--- src/rtl/lsu_pkg.sv ---
`default_nettype none
// ============================================================================
//  Module      : lsu_pkg
//  Description : Shared types and constants for the load/store unit.
//                - lsu_state_e : controller states
//                - SZ_*        : funct3[1:0] access-size encodings
//                - LB..LHU/SB..SW : RV32 funct3 values
//                - size_mask() : byte-lane enables of a right-justified access
//  Revision    : 1.0 - initial release
// ============================================================================
package lsu_pkg;

    typedef enum logic [2:0] {
        IDLE = 3'd0,
        ACC0 = 3'd1,
        ACC1 = 3'd2,
        DONE = 3'd3,
        RESP = 3'd4
    } lsu_state_e;

    localparam logic [1:0] SZ_B = 2'b00;
    localparam logic [1:0] SZ_H = 2'b01;
    localparam logic [1:0] SZ_W = 2'b10;
    localparam logic [1:0] SZ_X = 2'b11;   // illegal size

    localparam logic [2:0] LB  = 3'b000;
    localparam logic [2:0] LH  = 3'b001;
    localparam logic [2:0] LW  = 3'b010;
    localparam logic [2:0] LBU = 3'b100;
    localparam logic [2:0] LHU = 3'b101;
    localparam logic [2:0] SB  = 3'b000;
    localparam logic [2:0] SH  = 3'b001;
    localparam logic [2:0] SW  = 3'b010;

    // Lane enables of an access starting at lane 0; illegal size enables nothing.
    function automatic logic [3:0] size_mask(input logic [1:0] size);
        case (size)
            SZ_B:    return 4'b0001;
            SZ_H:    return 4'b0011;
            SZ_W:    return 4'b1111;
            default: return 4'b0000;
        endcase
    endfunction

endpackage
`default_nettype wire

--- src/rtl/lsu_ctrl_if.sv ---
`default_nettype none
// ============================================================================
//  Module      : lsu_ctrl_if
//  Description : Request / response / data-memory bundle of the LSU.
//                Signal prefixes are seen from the LSU (i_ = into the LSU).
//                modport slave  : the LSU itself
//                modport master : pipeline + memory side (driver of i_*)
//  Revision    : 1.0 - initial release
// ============================================================================
interface lsu_ctrl_if #(
    parameter int ADDR_W = 11
);
    // request
    logic              i_req_valid;
    logic              o_req_ready;
    logic              i_req_store;
    logic [2:0]        i_req_funct3;
    logic [ADDR_W-1:0] i_req_addr;
    logic [31:0]       i_req_wdata;
    // response
    logic              o_rsp_valid;
    logic              i_rsp_ready;
    logic [31:0]       o_rsp_rdata;
    logic              o_rsp_err;
    // data memory
    logic [ADDR_W-1:0] o_mem_addr;
    logic [31:0]       o_mem_wdata;
    logic [3:0]        o_mem_bmask;
    logic              o_mem_wren;
    logic [31:0]       i_mem_rdata;

    modport slave (
        input  i_req_valid, i_req_store, i_req_funct3, i_req_addr, i_req_wdata,
        input  i_rsp_ready, i_mem_rdata,
        output o_req_ready, o_rsp_valid, o_rsp_rdata, o_rsp_err,
        output o_mem_addr, o_mem_wdata, o_mem_bmask, o_mem_wren
    );

    modport master (
        output i_req_valid, i_req_store, i_req_funct3, i_req_addr, i_req_wdata,
        output i_rsp_ready, i_mem_rdata,
        input  o_req_ready, o_rsp_valid, o_rsp_rdata, o_rsp_err,
        input  o_mem_addr, o_mem_wdata, o_mem_bmask, o_mem_wren
    );
endinterface
`default_nettype wire

--- src/rtl/lsu_align.sv ---
`default_nettype none
// ============================================================================
//  Module      : lsu_align
//  Description : Combinational lane alignment for the LSU.
//                Store side: 8-bit lane mask and 64-bit lane-shifted data
//                spanning word0 (low half) and word1 (high half).
//                Load side : shifts {w1,w0} down by the byte offset and
//                sign/zero-extends byte and half results.
//  Ports       : i_st_size/i_st_off/i_st_wdata -> o_st_m8/o_st_d64
//                i_ld_funct3/i_ld_off/i_ld_w0/i_ld_w1 -> o_ld_data
//  Revision    : 1.0 - initial release
// ============================================================================
module lsu_align
    import lsu_pkg::*;
(
    input  logic [1:0]  i_st_size,
    input  logic [1:0]  i_st_off,
    input  logic [31:0] i_st_wdata,
    output logic [7:0]  o_st_m8,
    output logic [63:0] o_st_d64,
    input  logic [2:0]  i_ld_funct3,
    input  logic [1:0]  i_ld_off,
    input  logic [31:0] i_ld_w0,
    input  logic [31:0] i_ld_w1,
    output logic [31:0] o_ld_data
);

    logic [3:0]  w_lane_en;
    logic [31:0] w_wdata_masked;
    logic [31:0] w_ld_word;

    assign w_lane_en = size_mask(i_st_size);

    // Lanes not being written carry zeros rather than stray upper bytes.
    assign w_wdata_masked = i_st_wdata & {{8{w_lane_en[3]}}, {8{w_lane_en[2]}},
                                          {8{w_lane_en[1]}}, {8{w_lane_en[0]}}};

    assign o_st_m8  = {4'b0000, w_lane_en} << i_st_off;
    assign o_st_d64 = {32'h0000_0000, w_wdata_masked} << {i_st_off, 3'b000};

    assign w_ld_word = 32'({i_ld_w1, i_ld_w0} >> {i_ld_off, 3'b000});

    always_comb begin
        o_ld_data = 32'h0000_0000;
        case (i_ld_funct3[1:0])
            SZ_B:    o_ld_data = i_ld_funct3[2] ? {24'h000000, w_ld_word[7:0]}
                                                : {{24{w_ld_word[7]}}, w_ld_word[7:0]};
            SZ_H:    o_ld_data = i_ld_funct3[2] ? {16'h0000, w_ld_word[15:0]}
                                                : {{16{w_ld_word[15]}}, w_ld_word[15:0]};
            SZ_W:    o_ld_data = w_ld_word;
            default: o_ld_data = 32'h0000_0000;
        endcase
    end

endmodule
`default_nettype wire

--- src/rtl/lsu_ctrl.sv ---
`default_nettype none
// ============================================================================
//  Module      : lsu_ctrl
//  Description : RV32 load/store initiator between the MEM stage and a
//                word-wide data memory with a one-cycle read latency.
//                One request per handshake; response held until consumed.
//  Ports       : i_clk, i_reset (async, active low)
//                bus (lsu_ctrl_if.slave): request, response, memory port
//  Parameters  : ADDR_W byte-address width, DATA_W data width (32)
//  Config      : LSU_MISALIGN_SPLIT_EN - when defined, accesses crossing a
//                word boundary run as two memory cycles; otherwise they are
//                answered immediately with o_rsp_err and never touch memory.
//  Revision    : 1.0 - initial release
// ============================================================================
module lsu_ctrl
    import lsu_pkg::*;
#(
    parameter int ADDR_W = 11,
    parameter int DATA_W = 32
) (
    input  logic       i_clk,
    input  logic       i_reset,
    lsu_ctrl_if.slave  bus
);

    lsu_state_e         state_q, state_d;
    logic               store_q, store_d;
    logic [2:0]         funct3_q, funct3_d;
    logic [1:0]         off_q, off_d;
    logic [ADDR_W-1:0]  mem_addr_q, mem_addr_d;
    logic [DATA_W-1:0]  mem_wdata_q, mem_wdata_d;
    logic [3:0]         mem_bmask_q, mem_bmask_d;
    logic               mem_wren_q, mem_wren_d;
    logic [DATA_W-1:0]  rsp_rdata_q, rsp_rdata_d;
    logic               rsp_err_q, rsp_err_d;

    logic [7:0]         w_m8;
    logic [63:0]        w_d64;
    logic               w_split;
    logic [31:0]        w_ld_w0;
    logic [31:0]        w_ld_w1;
    logic [31:0]        w_ld_data;

`ifdef LSU_MISALIGN_SPLIT_EN
    // Second-word lane info is latched at accept so ACC1 needs no re-alignment.
    logic               split_q, split_d;
    logic [3:0]         hi_mask_q, hi_mask_d;
    logic [31:0]        hi_data_q, hi_data_d;
    logic [31:0]        word0_q, word0_d;

    assign w_ld_w0 = split_q ? word0_q : bus.i_mem_rdata;
    assign w_ld_w1 = bus.i_mem_rdata;
`else
    logic               w_unused_hi;

    assign w_unused_hi = ^w_d64[63:32];
    assign w_ld_w0     = bus.i_mem_rdata;
    assign w_ld_w1     = 32'h0000_0000;
`endif

    lsu_align u_align (
        .i_st_size   (bus.i_req_funct3[1:0]),
        .i_st_off    (bus.i_req_addr[1:0]),
        .i_st_wdata  (bus.i_req_wdata),
        .o_st_m8     (w_m8),
        .o_st_d64    (w_d64),
        .i_ld_funct3 (funct3_q),
        .i_ld_off    (off_q),
        .i_ld_w0     (w_ld_w0),
        .i_ld_w1     (w_ld_w1),
        .o_ld_data   (w_ld_data)
    );

    assign w_split = (w_m8[7:4] != 4'b0000);

    always_comb begin
        state_d     = state_q;
        store_d     = store_q;
        funct3_d    = funct3_q;
        off_d       = off_q;
        mem_addr_d  = mem_addr_q;
        mem_wdata_d = mem_wdata_q;
        mem_bmask_d = 4'b0000;          // lanes only enabled while in ACC0/ACC1
        mem_wren_d  = 1'b0;
        rsp_rdata_d = rsp_rdata_q;
        rsp_err_d   = rsp_err_q;
`ifdef LSU_MISALIGN_SPLIT_EN
        split_d     = split_q;
        hi_mask_d   = hi_mask_q;
        hi_data_d   = hi_data_q;
        word0_d     = word0_q;
`endif
        case (state_q)
            IDLE: begin
                if (bus.i_req_valid) begin
                    store_d     = bus.i_req_store;
                    funct3_d    = bus.i_req_funct3;
                    off_d       = bus.i_req_addr[1:0];
                    rsp_rdata_d = '0;
                    rsp_err_d   = 1'b0;
                    if (bus.i_req_funct3[1:0] == SZ_X) begin
                        rsp_err_d = 1'b1;
                        state_d   = RESP;
                    end
`ifndef LSU_MISALIGN_SPLIT_EN
                    else if (w_split) begin
                        rsp_err_d = 1'b1;
                        state_d   = RESP;
                    end
`endif
                    else begin
                        // Memory outputs are registered so word0 appears in ACC0.
                        state_d     = ACC0;
                        mem_addr_d  = {bus.i_req_addr[ADDR_W-1:2], 2'b00};
                        mem_bmask_d = w_m8[3:0];
                        mem_wdata_d = w_d64[31:0];
                        mem_wren_d  = bus.i_req_store;
`ifdef LSU_MISALIGN_SPLIT_EN
                        split_d     = w_split;
                        hi_mask_d   = w_m8[7:4];
                        hi_data_d   = w_d64[63:32];
`endif
                    end
                end
            end
            ACC0: begin
                state_d = store_q ? RESP : DONE;
`ifdef LSU_MISALIGN_SPLIT_EN
                if (split_q) begin
                    state_d     = ACC1;
                    mem_addr_d  = mem_addr_q + ADDR_W'(4);   // wraps at top of memory
                    mem_bmask_d = hi_mask_q;
                    mem_wdata_d = hi_data_q;
                    mem_wren_d  = store_q;
                end
`endif
            end
`ifdef LSU_MISALIGN_SPLIT_EN
            ACC1: begin
                word0_d = bus.i_mem_rdata;   // read data of the ACC0 address
                state_d = store_q ? RESP : DONE;
            end
`endif
            DONE: begin
                rsp_rdata_d = w_ld_data;
                state_d     = RESP;
            end
            RESP: begin
                if (bus.i_rsp_ready) begin
                    state_d = IDLE;
                end
            end
            default: state_d = IDLE;
        endcase
    end

    always_ff @(posedge i_clk or negedge i_reset) begin
        if (!i_reset) begin
            state_q     <= IDLE;
            store_q     <= 1'b0;
            funct3_q    <= 3'b000;
            off_q       <= 2'b00;
            mem_addr_q  <= '0;
            mem_wdata_q <= '0;
            mem_bmask_q <= 4'b0000;
            mem_wren_q  <= 1'b0;
            rsp_rdata_q <= '0;
            rsp_err_q   <= 1'b0;
`ifdef LSU_MISALIGN_SPLIT_EN
            split_q     <= 1'b0;
            hi_mask_q   <= 4'b0000;
            hi_data_q   <= 32'h0000_0000;
            word0_q     <= 32'h0000_0000;
`endif
        end else begin
            state_q     <= state_d;
            store_q     <= store_d;
            funct3_q    <= funct3_d;
            off_q       <= off_d;
            mem_addr_q  <= mem_addr_d;
            mem_wdata_q <= mem_wdata_d;
            mem_bmask_q <= mem_bmask_d;
            mem_wren_q  <= mem_wren_d;
            rsp_rdata_q <= rsp_rdata_d;
            rsp_err_q   <= rsp_err_d;
`ifdef LSU_MISALIGN_SPLIT_EN
            split_q     <= split_d;
            hi_mask_q   <= hi_mask_d;
            hi_data_q   <= hi_data_d;
            word0_q     <= word0_d;
`endif
        end
    end

    assign bus.o_req_ready = (state_q == IDLE);
    assign bus.o_rsp_valid = (state_q == RESP);
    assign bus.o_rsp_rdata = rsp_rdata_q;
    assign bus.o_rsp_err   = rsp_err_q;
    assign bus.o_mem_addr  = mem_addr_q;
    assign bus.o_mem_wdata = mem_wdata_q;
    assign bus.o_mem_bmask = mem_bmask_q;
    assign bus.o_mem_wren  = mem_wren_q;

endmodule
`default_nettype wire

--- src/flat_wrapper.sv ---
// flat-port wrapper written by rule: the top's interface ports become plain ports
module lsu_ctrl_flat import lsu_pkg::*;
#(
    parameter int ADDR_W = 11,
    parameter int DATA_W = 32
)
  (i_clk, i_reset, bus_i_req_valid, bus_i_req_store, bus_i_req_funct3, bus_i_req_addr, bus_i_req_wdata, bus_i_rsp_ready, bus_i_mem_rdata, bus_o_req_ready, bus_o_rsp_valid, bus_o_rsp_rdata, bus_o_rsp_err, bus_o_mem_addr, bus_o_mem_wdata, bus_o_mem_bmask, bus_o_mem_wren);
  lsu_ctrl_if #(.ADDR_W(ADDR_W)) bus_i ();
  input  logic i_clk;
  input  logic i_reset;
  input wire logic [$bits(bus_i.i_req_valid)-1:0] bus_i_req_valid;
  input wire logic [$bits(bus_i.i_req_store)-1:0] bus_i_req_store;
  input wire logic [$bits(bus_i.i_req_funct3)-1:0] bus_i_req_funct3;
  input wire logic [$bits(bus_i.i_req_addr)-1:0] bus_i_req_addr;
  input wire logic [$bits(bus_i.i_req_wdata)-1:0] bus_i_req_wdata;
  input wire logic [$bits(bus_i.i_rsp_ready)-1:0] bus_i_rsp_ready;
  input wire logic [$bits(bus_i.i_mem_rdata)-1:0] bus_i_mem_rdata;
  output wire logic [$bits(bus_i.o_req_ready)-1:0] bus_o_req_ready;
  output wire logic [$bits(bus_i.o_rsp_valid)-1:0] bus_o_rsp_valid;
  output wire logic [$bits(bus_i.o_rsp_rdata)-1:0] bus_o_rsp_rdata;
  output wire logic [$bits(bus_i.o_rsp_err)-1:0] bus_o_rsp_err;
  output wire logic [$bits(bus_i.o_mem_addr)-1:0] bus_o_mem_addr;
  output wire logic [$bits(bus_i.o_mem_wdata)-1:0] bus_o_mem_wdata;
  output wire logic [$bits(bus_i.o_mem_bmask)-1:0] bus_o_mem_bmask;
  output wire logic [$bits(bus_i.o_mem_wren)-1:0] bus_o_mem_wren;
  assign bus_i.i_req_valid = bus_i_req_valid;
  assign bus_i.i_req_store = bus_i_req_store;
  assign bus_i.i_req_funct3 = bus_i_req_funct3;
  assign bus_i.i_req_addr = bus_i_req_addr;
  assign bus_i.i_req_wdata = bus_i_req_wdata;
  assign bus_i.i_rsp_ready = bus_i_rsp_ready;
  assign bus_i.i_mem_rdata = bus_i_mem_rdata;
  assign bus_o_req_ready = bus_i.o_req_ready;
  assign bus_o_rsp_valid = bus_i.o_rsp_valid;
  assign bus_o_rsp_rdata = bus_i.o_rsp_rdata;
  assign bus_o_rsp_err = bus_i.o_rsp_err;
  assign bus_o_mem_addr = bus_i.o_mem_addr;
  assign bus_o_mem_wdata = bus_i.o_mem_wdata;
  assign bus_o_mem_bmask = bus_i.o_mem_bmask;
  assign bus_o_mem_wren = bus_i.o_mem_wren;
  lsu_ctrl #(.ADDR_W(ADDR_W), .DATA_W(DATA_W)) u_core (.i_clk(i_clk), .i_reset(i_reset), .bus(bus_i));
endmodule
--- config.mk ---
export PLATFORM = sky130hd
export DESIGN_NAME = lsu_ctrl_flat
export DESIGN_NICKNAME = d
export VERILOG_FILES = /design/src/rtl/lsu_pkg.sv /design/src/rtl/lsu_ctrl_if.sv /design/src/rtl/lsu_align.sv /design/src/rtl/lsu_ctrl.sv /design/src/flat_wrapper.sv
export SDC_FILE = /design/constraint.sdc
export NUM_CORES = 1
export LEC_CHECK = 0
export CAP_MARGIN = 30
export CORE_ASPECT_RATIO = 1.75
export CORE_MARGIN = 1.5
export CORE_UTILIZATION = 45
export CTS_CLUSTER_DIAMETER = 30
export DETAILED_ROUTE_END_ITERATION = 8
export PLACE_DENSITY = 0.85
export SYNTH_ARGS = -nofsm -noshare
export SYNTH_HDL_FRONTEND = slang
export SYNTH_SLANG_ARGS = --single-unit
--- constraint.sdc ---
create_clock -name i_clk -period 2.05 [get_ports i_clk]
set_clock_uncertainty 0.05 [all_clocks]
set_input_delay 0.5125 -clock i_clk [delete_from_list [all_inputs] [get_ports i_clk]]
set_output_delay 0.5125 -clock i_clk [all_outputs]
set_load 0.005 [all_outputs]
==> out/metrics.csv, run 1 <==
metric;value;unit
p_leak;3.02;nW
yosysWarnings;0;
synth_commonest_cells;dfrtp_1 (88), mux2_2 (36), o21ai_0 (30), nand2_1 (27), nor2_1 (26);
synth_compound_gate_area_share;19.5;%
drtAntennaViolNets;0;
tightest_slew;0.621;ns
period_needed;1.98;ns
n_antenna_cell;0;
hold_viol_final;0;
synth.avg_cell_area;11.0;um^2
seq_area_frac_synth;49.2;%
yosysTopAreaCell;dfrtp_1;
numPortBuffers;163;
final_cells;729;
cts_buffers;9;
ys_seq_elements;88;
synth_top_family_by_area;compound AO/OA/AOI/OAI gates;
rows;48;
wl_per_cell;18.9;um
cp.arrival;2.16;ns
drc;0;
fmax;505;MHz
status;completed;
cts_tree;built;
grt_setup_unrepaired;false;
clock-sinks;88;
crit_type;primary input to flop;
ys_async_sr_fraction;100;%
hold_path_class;primary input to async pin;
area_delta_synth_final;55.1;%
power;8.03;mW
drt_pre_antenna_iters;5;
grt_antenna_before_repair;0;
place_hpwl;10.6;mm
postCtsHoldBufs;0;
crit_fanout;14;
htree_levels;3;
die_x;78.4;um
cp-end-kind;flop;
synthFlopType;dfrtp_1;
vias;4150;
crit_slowest_cell;clkdlybuf4s50_1;
drt_wl_total;13.8;mm
ys_types;53;
synth.area.mux_share;14.7;%
grt_overflow_total;0;
drt_iter0_drc;205;
crit_chain;clkdlybuf4s50_1, buf_4, a21oi_4, nand3_4, bufbuf_16, mux2_2;
placed_cells;709;
boundaryPins;166;
synthXorXnorAreaFrac;0;%
drive_gt1_share;21.0;%
maxCapViolations;0;
grt_pass1_wl;21.8;mm
synth_area_leaders;dfrtp_1 (49%), mux2_2 (9.1%), mux2i_1 (5.1%), a221o_1 (3.6%), o21ai_0 (3.4%);
insertion_delay;0.34;ns
yosysMostFrequentCell;dfrtp_1;
crit_required;2.23;ns
clk_pin_slew_worst_paths;0.06;ns
grt_max_degree;36;
die_y;135;um
die-area;0.0106;mm^2
ir_worst_vdd;0.840;mV
cts.path.max_buffers;2;
drt-vias-per-instance;5.69;
maxSlewHeadroom;58.5;%
p_per_area;1160;mW/mm^2
synth_edf_count;0;
critPathTopFamily;buffers and inverters;
synth_area;0.00448;mm^2
slew_viol_final;0;
synth_fa_ha_area_share;0.559;%
final_nets;684;
start_util;45.7;%
setup_viol;0;
num-fill-cells;701;
cts-root-buf;clkbuf_16;
syn_inst;407;
cpPeakStageDelay;0.53;ns
synth-simple-area-share;11.6;%
grt_pass1_vias;4290;
place_congestion;0.885;
crit_buf_inv;3;
coreArea;0.00979;mm^2
yosysTopAreaCellShare;49.2;%
fin_tns_setup;0;ns
grt_use_total;27.0;%
startpoint_type;primary input;
period_share;96.6;%
## final cells by class
| cell class | count | area (um^2) | area share (%) |
|---|---|---|---|
| flip-flops and latches | 88 | 2200 | 31.7 |
| multi-input cells | 277 | 2130 | 30.6 |
| repair buffers | 214 | 2120 | 30.6 |
| clock buffers | 11 | 243 | 3.50 |
| well taps | 125 | 156 | 2.25 |
| clock inverters | 5 | 56.3 | 0.811 |
| inverters | 9 | 33.8 | 0.486 |
## power breakdown
group	total (mW)	leakage [nW]	internal [mW]	switching, mW
Sequential	2.73	1.16	2.32	0.404
Combinational	3.67	1.71	2.21	1.46
Clock	1.64	0.145	0.975	0.662
Total	8.03	3.02	5.50	2.53
## cell usage in the layout, fill, tap and decap left out, types with 2 or more instances in the layout
cell	n
a21bo_2	3
a21oi_1	18
a221o_1	16
a22o_1	10
a22oi_1	2
a31o_2	4
a32oi_1	10
buf_12	5
buf_4	44
bufbuf_16	2
clkbuf_16	9
clkdlybuf4s50_1	158
clkinv_2	2
conb_1	2
dfrtp_1	86
dfrtp_2	2
dlygate4sd2_1	4
inv_1	8
mux2_2	36
mux2i_1	23
nand2_1	27
nand2b_1	3
nand3b_1	8
nand4_1	3
nor2_1	26
nor2b_1	8
nor3_1	4
nor3b_1	3
nor3b_2	2
nor4_1	2
o21ai_0	30
o2bb2ai_1	8
o31a_1	4
## per-stage QoR
| step | util [%] | hold slack [ns] | area (um^2) | setup WS [ns] |
|---|---|---|---|---|
| floorplan | - | 0.167 | 4490 | 0.00107 |
| global placement | 66.7 | 0.412 | 6530 | -0.385 |
| detailed placement | 66.7 | 0.425 | 6530 | -0.468 |
| CTS | 70.9 | 0.0802 | 6940 | 0.0842 |
| global route | 70.9 | 0.106 | 6940 | 0.0167 |
| finish | 70.9 | 0.0649 | 6940 | 0.0695 |
## timing repair
action	CTS	global route
endpoints found under the setup margin	34	0
setup buffers	2	0
resized for setup	13	0
## state kept, by name (all words and copies together), names as in the netlist
register,count
u_core.bus.o_mem_bmask,4
u_core.bus.o_rsp_err,1
u_core.bus.o_mem_addr,9
u_core.bus.o_rsp_rdata,32
u_core.store_q,1
u_core.off_q,2
u_core.state_q,3
u_core.bus.o_mem_wren,1
u_core.bus.o_mem_wdata,32
u_core.funct3_q,3
## worst reg2reg max path: cells and delay by family, from the launching register on
kind / cells / cell delay (ns)
buf+inv: 2 / 0.46
flops: 1 / 0.45
mux: 1 / 0.26
simple gates: 3 / 0.59
## routing by layer
metal  track usage (%)  up-vias  routed length, um
li1                  -     1901                  -
met1              29.0     2015               4930
met2              49.2      201               7420
met3              5.14       33                913
met4              14.5        0                516
met5                 0        -                  0
## kinds of logic (layout without fill, tap and decap cells)
| group | after synthesis | count (layout) |
|---|---|---|
| AO/OA/AOI/OAI | 118 | 118 |
| adder cells (fa/ha/maj) | 2 | 2 |
| buffers and inverters | 43 | 239 |
| flip-flops | 88 | 88 |
| multiplexers | 60 | 60 |
| other | 1 | 2 |
| AND/OR/NAND/NOR | 95 | 95 |
## final timing paths
check / depth (start not counted) / slack (ns) / to / start
max reg2reg: 6 / 0.12 / u_core.bus.o_mem_wdata[22] / u_core.state_q[0]
max in group asynchronous: 2 / 1.26 / u_core.bus.o_rsp_rdata[17] / i_reset
min reg2reg: 2 / 0.43 / u_core.bus.o_rsp_rdata[11] / u_core.bus.o_rsp_rdata[11]
max: 6 / 0.07 / u_core.bus.o_mem_wdata[22] / bus_i_req_addr[0]
min in group i_clk: 2 / 0.43 / u_core.bus.o_rsp_rdata[11] / u_core.bus.o_rsp_rdata[11]
min: 1 / 0.06 / u_core.bus.o_rsp_rdata[9] / i_reset
(Power assumes the default switching activity.)
==> run 2, diff against run 1 <==
- CORE_UTILIZATION: 45 -> 49
- PLACE_DENSITY: 0.85 -> 0.86
- SYNTH_HIERARCHICAL: unset -> 1
==> run 2 against run 1 <==
  * The run now ends with negative setup slack left
  * Combinational power grew 19%
  * Via count grew 21%
  * Design area grew 17%
  * Hold slack gained 0.065 ns
  * Critical path type unchanged
==> out/metrics.csv, run 2 <==
metric;value;unit;change
status;complete, but fails checks;;
violations;negative setup slack;;
insertion_delay;0.34;ns;about the same
grt_pass1_wl;26.2;mm;+20%
cp-end-kind;flop;;
drt_iter0_drc;255;;+24%
grt_use_total;27.9;%;+0.91 points
p_per_area;1040;mW/mm^2;-9.7%
holdWs;0.129;ns;+0.0646 ns
numPortBuffers;163;;unchanged
grt_setup_unrepaired;true;;
fmax;480;MHz;-4.9%
cp.arrival;2.32;ns;+0.16 ns
cts-root-buf;clkbuf_16;;
boundaryPins;166;;unchanged
place_hpwl;12.5;mm;+18%
wl_per_cell;19.0;um;+0.55%
grt_antenna_before_repair;0;;unchanged
cts_buffers;9;;unchanged
worst_slack;-0.0326;ns;-0.102 ns
coreArea;0.0111;mm^2;+13%
clk_pin_slew_worst_paths;0.07;ns;about the same
tightest_slew;0.517;ns;-0.104 ns
area_delta_synth_final;46.5;%;
crit_fanout;8;;-6
period_share;102;%;+5.0 points
crit_required;2.29;ns;+0.06 ns
r2r-start;u_core/state_q[1];;
yosysWarnings;6;;+6
n_antenna_cell;0;;unchanged
drtAntennaViolNets;0;;unchanged
mostFrequentLayoutCell;clkdlybuf4s50_1;;
drive_gt1_share;24.8;%;+3.8 points
start_util;50.1;%;+4.3 points
final_nets;829;;+21%
die_x;83.5;um;+6.5%
drt-vias-per-instance;5.68;;-0.15%
p_leak;3.59;nW;+19%
die-area;0.0120;mm^2;+14%
rows;51;;+6.3%
drc;0;;unchanged
vias;5008;;+21%
synth.avg_cell_area;10.9;um^2;-0.74%
setup_viol;4;;+4
die_y;144;um;+6.6%
hold_viol_final;0;;unchanged
cts_tree;built;;
power;8.51;mW;+5.9%
postCtsHoldBufs;0;;unchanged
period_needed;2.08;ns;+0.102 ns
hold_path_class;primary input to async pin;;
maxCapViolations;0;;unchanged
rr_endpoint;u_core/bus.o_mem_wdata[16];;
cts.path.max_buffers;2;;unchanged
drt_wl_total;16.7;mm;+22%
drt_pre_antenna_iters;5;;unchanged
slew_viol_final;0;;unchanged
startpoint_type;primary input;;
crit_type;primary input to flop;;
place_congestion;0.909;;+2.7%
grt_max_degree;89;;+150%
regToRegSetupSlack;0.06;ns;-0.06 ns
syn_inst;509;;+25%
grt_overflow_total;0;;unchanged
ir_worst_vdd;0.915;mV;+9.0%
htree_levels;3;;unchanged
fin_tns_setup;-0.0455;ns;-0.0455 ns
synth_area;0.00556;mm^2;+24%
grt_pass1_vias;5166;;+20%
final_cell_mix;clkdlybuf4s50_1 (156), nand2_1 (102), dfrtp_1 (87);;
rr_worst_depth;6;;unchanged
clock-sinks;88;;unchanged
maxSlewHeadroom;65.2;%;+6.6 points
run 2: worst max path at each step:
stage	depth (start not counted)	slack, ns	end	start
5_1_grt	7	-0.04	u_core/bus.o_mem_wdata[19]	bus_i_req_addr[0]
3_3_place_gp	11	-0.75	u_core/bus.o_mem_addr[5]	bus_i_req_funct3[0]
6_report	7	-0.03	u_core/bus.o_mem_wdata[19]	bus_i_req_addr[0]
3_5_place_dp	11	-0.79	u_core/bus.o_mem_wdata[16]	bus_i_req_funct3[0]
2_1_floorplan	9	-0.22	u_core/bus.o_mem_addr[10]	bus_i_req_funct3[0]
4_1_cts	11	0.007	u_core/bus.o_mem_wdata[16]	bus_i_req_funct3[0]
run 2: layer usage:
metal	track usage (%)	vias up	routed length [um]
li1	-	2244	-
met4	16.7	0	922
met2	50.3	292	8810
met5	0	-	0
met1	30.1	2409	5690
met3	5.74	63	1320
run 2: critical path: stages:
cell and delay, ns:
dlygate4sd2_1 0.33, buf_4 0.18, buf_4 0.15, nor2b_2 0.33, a32oi_1 0.12, o21ai_0 0.45
mux2_4 0.24
run 2: power by group:
group | total [mW] | switching, mW | internal (mW)
Sequential | 2.58 | 0.399 | 2.18
Combinational | 4.35 | 1.74 | 2.61
Clock | 1.58 | 0.687 | 0.894
Total | 8.51 | 2.83 | 5.68
run 2: repair_timing:
| action | in CTS | in global routing |
|---|---|---|
| setup endpoints to repair | 51 | 44 |
| resized for setup | 27 | 6 |
| gates cloned | 1 | 0 |
| buffers inserted | 4 | 5 |
| pin swaps | 4 | 4 |
run 2: through the flow:
stage	setup WS (ns)	cells	cell area, um^2	util, %
2_1_floorplan	-0.221	559	5800	-
3_3_place_gp	-0.750	855	7720	69.5
3_5_place_dp	-0.791	855	7720	69.5
4_1_cts	0.00653	876	8110	73.0
5_1_grt	-0.0375	881	8150	73.4
6_report	-0.0326	881	8150	73.4
run 2: final cells by class:
cell class / instances / area (um^2)
fillers: 764 / 2960
multi-input cells: 412 / 3250
well taps: 132 / 165
clock inverters: 5 / 37.5
flip-flops and latches: 88 / 2200
clock buffers: 11 / 253
repair buffers: 223 / 2190
inverters: 10 / 50.0
